**src/rtl/uart_cmd_rx.sv**
```systemverilog
// UART command receiver: 16x oversampled 8N1 (8E1 when UART_RX_PARITY_EN is defined)
// frame decoder that turns ASCII command bytes into score pulses and level controls.
module uart_cmd_rx #(
  parameter int CLK_FREQ = 50_000_000,
  parameter int BAUD     = 9600,
  parameter int DIV      = CLK_FREQ / (BAUD * 16)
) (
  input  logic       clk,
  input  logic       reset,
  input  logic       rxd,
  output logic [7:0] rx_data,
  output logic       rx_valid,
  output logic       frame_err,
  output logic       parity_err,
  output logic       cmd_one,
  output logic       cmd_two,
  output logic       cmd_three,
  output logic       cmd_reset_score,
  output logic       team_sel,
  output logic       run_en,
  output logic       unknown_cmd
);

  localparam int DCW = (DIV > 1) ? $clog2(DIV) : 1;
  localparam logic [DCW-1:0] DIV_MAX = DCW'(DIV - 1);

  typedef enum logic [2:0] {
    IDLE,
    START,
    DATA,
`ifdef UART_RX_PARITY_EN
    PARITY,
`endif
    STOP,
    WAIT_HIGH
  } state_t;

  state_t           state, next_state;
  logic             rx_meta, rxs;
  logic [DCW-1:0]   div_cnt;
  logic [3:0]       tcnt;
  logic [2:0]       bitcnt;
  logic [7:0]       shift_reg;
  logic             tick, bit_end;
  logic             start_timer, clr_tcnt, shift_en, load_byte, set_ferr;
`ifdef UART_RX_PARITY_EN
  logic             par_bit, par_en, set_perr;
`endif

  assign tick    = (div_cnt == DIV_MAX);
  assign bit_end = tick && (tcnt == 4'd15);

  always_ff @(posedge clk or posedge reset) begin
    if (reset) begin
      rx_meta <= 1'b1;
      rxs     <= 1'b1;
      state   <= IDLE;
    end else begin
      rx_meta <= rxd;
      rxs     <= rx_meta;
      state   <= next_state;
    end
  end

  always_comb begin
    next_state  = state;
    start_timer = 1'b0;
    clr_tcnt    = 1'b0;
    shift_en    = 1'b0;
    load_byte   = 1'b0;
    set_ferr    = 1'b0;
`ifdef UART_RX_PARITY_EN
    par_en      = 1'b0;
    set_perr    = 1'b0;
`endif
    case (state)
      IDLE: begin
        if (!rxs) begin
          start_timer = 1'b1;
          next_state  = START;
        end
      end
      // Mid start bit: a line that is high again here was only a glitch.
      START: begin
        if (tick && (tcnt == 4'd7)) begin
          clr_tcnt   = 1'b1;
          next_state = rxs ? IDLE : DATA;
        end
      end
      DATA: begin
        if (bit_end) begin
          shift_en = 1'b1;
          if (bitcnt == 3'd7) begin
`ifdef UART_RX_PARITY_EN
            next_state = PARITY;
`else
            next_state = STOP;
`endif
          end
        end
      end
`ifdef UART_RX_PARITY_EN
      PARITY: begin
        if (bit_end) begin
          par_en     = 1'b1;
          next_state = STOP;
        end
      end
`endif
      STOP: begin
        if (bit_end) begin
          next_state = IDLE;
          if (!rxs) begin
            set_ferr   = 1'b1;
            next_state = WAIT_HIGH;
          end
`ifdef UART_RX_PARITY_EN
          else if (par_bit != ^shift_reg) set_perr = 1'b1;
`endif
          else load_byte = 1'b1;
        end
      end
      WAIT_HIGH: begin
        if (rxs) next_state = IDLE;
      end
      default: next_state = IDLE;
    endcase
  end

  always_ff @(posedge clk or posedge reset) begin
    if (reset) begin
      div_cnt   <= '0;
      tcnt      <= '0;
      bitcnt    <= '0;
      shift_reg <= '0;
      rx_data   <= '0;
      rx_valid  <= 1'b0;
      frame_err <= 1'b0;
    end else begin
      if (start_timer || tick) div_cnt <= '0;
      else                     div_cnt <= div_cnt + 1'b1;
      if (start_timer || clr_tcnt) tcnt <= '0;
      else if (tick)               tcnt <= tcnt + 1'b1;
      if (clr_tcnt)      bitcnt <= '0;
      else if (shift_en) bitcnt <= bitcnt + 1'b1;
      if (shift_en) shift_reg <= {rxs, shift_reg[7:1]};
      if (load_byte) rx_data <= shift_reg;
      rx_valid  <= load_byte;
      frame_err <= set_ferr;
    end
  end

`ifdef UART_RX_PARITY_EN
  always_ff @(posedge clk or posedge reset) begin
    if (reset) begin
      par_bit    <= 1'b0;
      parity_err <= 1'b0;
    end else begin
      if (par_en) par_bit <= rxs;
      parity_err <= set_perr;
    end
  end
`else
  assign parity_err = 1'b0;
`endif

  // Command decode runs one cycle behind rx_valid, when rx_data already holds the byte.
  always_ff @(posedge clk or posedge reset) begin
    if (reset) begin
      cmd_one         <= 1'b0;
      cmd_two         <= 1'b0;
      cmd_three       <= 1'b0;
      cmd_reset_score <= 1'b0;
      unknown_cmd     <= 1'b0;
      team_sel        <= 1'b0;
      run_en          <= 1'b0;
    end else begin
      cmd_one         <= 1'b0;
      cmd_two         <= 1'b0;
      cmd_three       <= 1'b0;
      cmd_reset_score <= 1'b0;
      unknown_cmd     <= 1'b0;
      if (rx_valid) begin
        case (rx_data)
          8'h31:   cmd_one         <= 1'b1;
          8'h32:   cmd_two         <= 1'b1;
          8'h33:   cmd_three       <= 1'b1;
          8'h41:   team_sel        <= 1'b0;
          8'h42:   team_sel        <= 1'b1;
          8'h52:   cmd_reset_score <= 1'b1;
          8'h50:   run_en          <= ~run_en;
          default: unknown_cmd     <= 1'b1;
        endcase
      end
    end
  end

endmodule

```
**config.mk**
```make
export PLATFORM = sky130hd
export DESIGN_NAME = uart_cmd_rx
export DESIGN_NICKNAME = d
export VERILOG_FILES = /design/src/rtl/uart_cmd_rx.sv
export SDC_FILE = /design/constraint.sdc
export NUM_CORES = 1
export LEC_CHECK = 0
export ABC_AREA = 0
export ABC_CLOCK_PERIOD_IN_PS = 2200
export CAP_MARGIN = 25
export CORE_MARGIN = 3
export CORE_UTILIZATION = 37
export DETAILED_ROUTE_END_ITERATION = 8
export MAX_ROUTING_LAYER = met4
export SYNTH_ARGS = -nofsm -noshare
export SYNTH_HDL_FRONTEND = slang
export SYNTH_SLANG_ARGS = --single-unit
```
**constraint.sdc**
```tcl
create_clock -name clk -period 2.2 [get_ports clk]
set_input_delay 0.66 -clock clk [delete_from_list [all_inputs] [get_ports clk]]
set_output_delay 0.66 -clock clk [all_outputs]
set_load 0.02 [all_outputs]
```
==> summary.txt <==
HPWL after detailed placement - 2.587 mm
Worst setup startpoint - rx_data[0]
WP buf/inv - 1
Sequential Power Share - 0.605
Critical Path, Cell by Cell - clkdlybuf4s50_1
R2R Path End - rx_data[7]
Die W - 81.46 um
Pint - 1085 uW
Initial antenna violation count - 0
Num CTS Buffers - 5
EDFF count, synth - 0
Most frequent cells in the layout - 44 x dfrtp_1, 19 x clkdlybuf4s50_1, 18 x nor2_1, 9 x nand3_1, 9 x xor2_1
# DRC - 0
ANT nets after route - 0
Hold EP - rxs
Placer Congestion - 0.8366
Worst Hold Depth - 0
Clk buf depth - 2
Final WL - 3.610 mm
Stages on worst setup path - 1
CP peak stage delay - 660 ps
Synthesized area - 0.002107 mm2
Post-synth cell types - 46
Post-synth ARST share - 1.000
Multi-input gate area - 868.3 um2
Reg2reg path depth - 6
Fraction of layout cells with a size suffix above 1 - 0.1343
Psw - 319.9 uW
Slew margin rel. - 0.6490
ANT cells - 0
HP Start - rx_meta
Post-route setup slack - 88.85 ps
Vias per cell - 4.959
TritonCTS clock tree - yes
Status - finished clean
Worst setup EP type - primary output
Post-cts hold buffer count - 0
CTS Sinks - 46
Post_cts resized - 0
RSZ-0062 raised after global routing - no
Largest net degree at the start of global routing - 34
Clock power share - 0.376
First-pass GRT wire length - 6.789 mm
Remaining Overflow, GRT - 0
Worst R2R Start - div_cnt[0]
Vias in the first global route - 1446
Filler cell count - 488
Synthesized flop and latch total - 46
Starting Density - 0.3974
Commonest non-fill, non-tap cell in the layout - dfrtp_1
Post-CTS setup buffers - 0
Crit path DAT - 1450 ps
Synth Flop Type - dfrtp_1
Syn_area_per_cell - 11.77 um2
IO Pins - 21
Via count - 1344
CP Max Fanout - 8
Core Area - 0.005303 mm2
Logic pwr share - 0.019
Pwr dens - 570.4 mW/mm2
Register area - 0.001154 mm2
Yosys warning total - 0
Layout net count - 208
Sw Ratio - 0.2277
Later-pin clock latency in the skew report - 300 ps
Post-layout util - 0.4646
Startpoint Class - register
P&R area growth vs syn - 16.92%
Sequential area share after synthesis - 0.5475
Crit Path Category - register to primary output
Largest register FFs - 9
Synthesized instance count - 179
Chip height - 81.46 um
H-tree depth - 2
Total GRT Usage - 0.1370
CP max stage cell - clkdlybuf4s50_1
Row count - 26
Max frequency - 0.4737 GHz
Peak VDD IR - 0.4088 mV
Final hold violations - 0
Fin crit period - 2111 ps
Pins Over Slew Limit - 0
DRT iter0 DRCs - 59
Top delay family on crit path - buffers and inverters
Clock Pin Slew Worst Setup and Hold Paths - 90 ps
Reg-to-reg slack, setup - 290 ps
I/O Buffers - 19
Clk root buf - clkbuf_8
Final Setup Violations - 0
# Max-Cap Violations - 0
Final Skew - 6.516 ps
Critical path required time - 1540 ps
Final Cycle Share - 0.9596
Wire length per cell - 13.32 um
Hold Crit Class - register to register
Worst-Margin Slew - 522.5 ps
Static leakage - 0.001142 uW
Post-Route Setup TNS - 0 ps
Net Count, Synth - 187
Pre-Repair DR Iteration Count - 4
Setup slack at placement - 296.9 ps
Die area - 0.006636 mm2
worst register-to-register path: stages, from the launching register on:
cell and delay [ps]:
dfrtp_1 450, inv_1 90, ha_1 130, and4bb_2 300, and2_1 220, nand4_4 240, mux2_4 370
layer usage:
layer  vias up  track usage  routed length [um]
li1        668            -                   -
met5         -            -                   0
met3         7      0.03180                 130
met2        25       0.2011                1597
met1       644       0.1824                1822
met4         0      0.05743                  59
final cells by class:
class | count | area share
multi-input combinational | 115 | 0.3525
timing repair buffer | 22 | 0.09142
tap | 70 | 0.03555
clock buffer | 5 | 0.02793
clock inverter | 3 | 0.009142
sequential | 46 | 0.4683
inverter | 10 | 0.01524
through the flow:
stage | total power (uW) | instance area (um2) | cells | hold WS, ps
3_3_place_gp | 895.5 | 2372 | 263 | 347.7
5_1_grt | 1469 | 2464 | 271 | 370.8
6_report | 1405 | 2464 | 271 | 363.3
3_5_place_dp | 895.8 | 2372 | 263 | 351.6
2_1_floorplan | 883.8 | 2107 | 179 | 345.2
4_1_cts | 1433 | 2464 | 271 | 365.3
cells by family (layout without fill, tap and decap cells):
group	Yosys count	count (layout)	synth area share
mux	15	15	0.09442
simple gates	63	63	0.1710
fa+ha+maj	5	5	0.02969
buf+inv	18	40	0.04037
other cells	1	1	0.001780
flops	46	46	0.5475
compound gates	18	18	0.06117
xor+xnor	13	13	0.05404
synth_stat cells, drive strengths merged (3+ instances only):
cell type | number | area, um2
a31oi | 4 | 25.02
and3 | 3 | 18.77
buf | 7 | 43.79
dfrtp | 44 | 1101
ha | 5 | 62.56
inv | 10 | 37.53
mux2 | 15 | 198.9
nand2 | 8 | 30.03
nand3 | 9 | 45.04
nand4 | 4 | 40.04
nor2 | 18 | 67.56
nor3 | 5 | 25.02
o21ai | 3 | 15.01
xnor2 | 4 | 35.03
xor2 | 9 | 78.83
worst max-delay path by stage:
stage,end,slack (ps)
after detailed placement,rx_data[2],300
after CTS,rx_data[0],70
after global placement,rx_data[0],370
after global routing,rx_data[1],10
after floorplan,rx_data[0],420
final,rx_data[0],90
power by group through the flow:
| stage | sequential [uW] | clock [uW] | combinational (uW) |
|---|---|---|---|
| global placement | 868 | 0 | 28.0 |
| global route | 851 | 586 | 31.2 |
| floorplan | 865 | 0 | 18.8 |
| finish | 851 | 528 | 26.4 |
| detailed placement | 867 | 0 | 28.4 |
| CTS | 851 | 553 | 28.4 |
(Power assumes the default switching activity.)
==> edit: new RTL, same flow settings <==
Change the parameter `CLK_FREQ` from 50_000_000 to 25_000_000.
--- a/src/rtl/uart_cmd_rx.sv
+++ b/src/rtl/uart_cmd_rx.sv
@@ -1,7 +1,7 @@
 // UART command receiver: 16x oversampled 8N1 (8E1 when UART_RX_PARITY_EN is defined)
 // frame decoder that turns ASCII command bytes into score pulses and level controls.
 module uart_cmd_rx #(
-  parameter int CLK_FREQ = 50_000_000,
+  parameter int CLK_FREQ = 25_000_000,
   parameter int BAUD     = 9600,
   parameter int DIV      = CLK_FREQ / (BAUD * 16)
 ) (
Behaviour: no difference found for any inputs over 10 cycles, from zero or initial values and one cycle with reset high; that may be too few to reach the edited logic, so the function may still have changed.
==> edit against the original RTL <==
Final cell count is 0.37% lower; synthesized area shrank 4.0%; sequential cell count fell by 1; critical endpoint unchanged; cell area shrank 1.6%; die area shrank 3.7%; wire length up 1.4%; largest cell class unchanged; worst setup slack lost 3.7 ps; core utilization rose by 0.13 points; worst hold slack got worse by 1.6 ps; power up 7.0%; non-clock buffer count grew 1; critical path type unchanged.
==> edit: results (changes against the original RTL) <==
synthesized net count 184 (-1.6%); R2R cell count 6 (unchanged); cell count after placement 262 (-0.38%); number of global-route vias before repair 1409 (-2.6%); Setup Buffers After CTS 0 (unchanged); mean post-synth cell area 11.5 sq um (-2.4%); final net count 207 (-0.48%); DP Worst Slack 147 ps (-150 ps); post-synthesis cell type count 39 (-15%); Area after DPL 2300 sq um (-2.9%); crit-path max FO 9 (+1); Pint 1.21 mW (+11%); Post-synth top cells dfrtp_1 (43), nor2_1 (17), mux2_2 (15); WL/cell 13.6 um (+1.8%); RePlAce Congestion 0.909 (+8.6%); Initial DRC Count 29 (-51%); first-pass GRT wire length 6.37 mm (-6.2%); clock skew 6.12 ps (-0.399 ps); vias per cell 5.06 (+2.1%); antenna violations before repair 0 (unchanged); P_leak 1.12 nW (-1.8%); sequential cell area fraction in the yosys report 55.8% (+1.1 points); main area contributors after synthesis dfrtp_1 (53%), mux2_2 (8.4%), xor2_1 (3.9%); Tightest Pin Transition 563 ps (+40.9 ps); Total Routing Usage GR 12.9% (-0.78 points); Via Count 1367 (+1.7%); status finished, final reports clean; DP HPWL 2.72 mm (+5.2%); share of the synthesized area in the top cell type 53.2% (+0.96 points)
edit: power by group through the flow:
| stage | Combinational [mW] | Clock (mW) | Sequential, mW |
|---|---|---|---|
| floorplan | 0.0158 | 0 | 0.847 |
| global placement | 0.0274 | 0 | 0.848 |
| detailed placement | 0.0287 | 0 | 0.848 |
| CTS | 0.0288 | 0.665 | 0.831 |
| global route | 0.0317 | 0.699 | 0.832 |
| finish | 0.0272 | 0.645 | 0.831 |
edit: logic make-up (layout without fill, tap and decap cells):
logic type	after synthesis	after routing	synth area share, %
muxes	15	15	8.35
DFF	45	45	55.8
buffers and inverters	13	37	3.03
and+or+nand+nor	67	67	18.7
AOI/OAI and AO/OA	19	19	6.06
other	1	1	0.185
xor gates and xnor gates	11	11	4.77
adders and majority gates	5	5	3.09
edit: worst paths after layout:
kind / end / from / slack [ps]
hold reg to reg: rxs / rx_meta / 360
setup reg to reg: rx_data[2] / div_cnt[1] / 230
min in group asynchronous: rx_valid / reset / 660
setup / recovery: rx_data[0] / rx_data[0] / 90
max in group asynchronous: div_cnt[1] / reset / 1070
hold / removal: rxs / rx_meta / 360
edit: per-stage QoR:
stage          util (%)  hold slack, ps
2_1_floorplan         -             345
3_3_place_gp       44.3             346
3_5_place_dp       44.3             350
4_1_cts            46.6             363
5_1_grt            46.6             370
6_report           46.6             362
edit: metal layers:
layer	global-route usage, %	up-vias	routed length (um)	part of all wire (%)
met4	4.05	0	33	0.90
met1	14.2	671	1530	42
met2	23.3	36	1910	52
li1	-	656	-	-
met5	-	-	0	0
met3	2.60	4	196	5.4
edit: layout make-up:
class                           instances  area, sq um
Multi-Input combinational cell        118          833
Clock inverter                          2         37.5
Tap cell                               70         87.6
Clock buffer                            6         82.6
Fill cell                             481         2780
Sequential cell                        45         1130
Timing Repair Buffer                   23          233
Inverter                                6         22.5
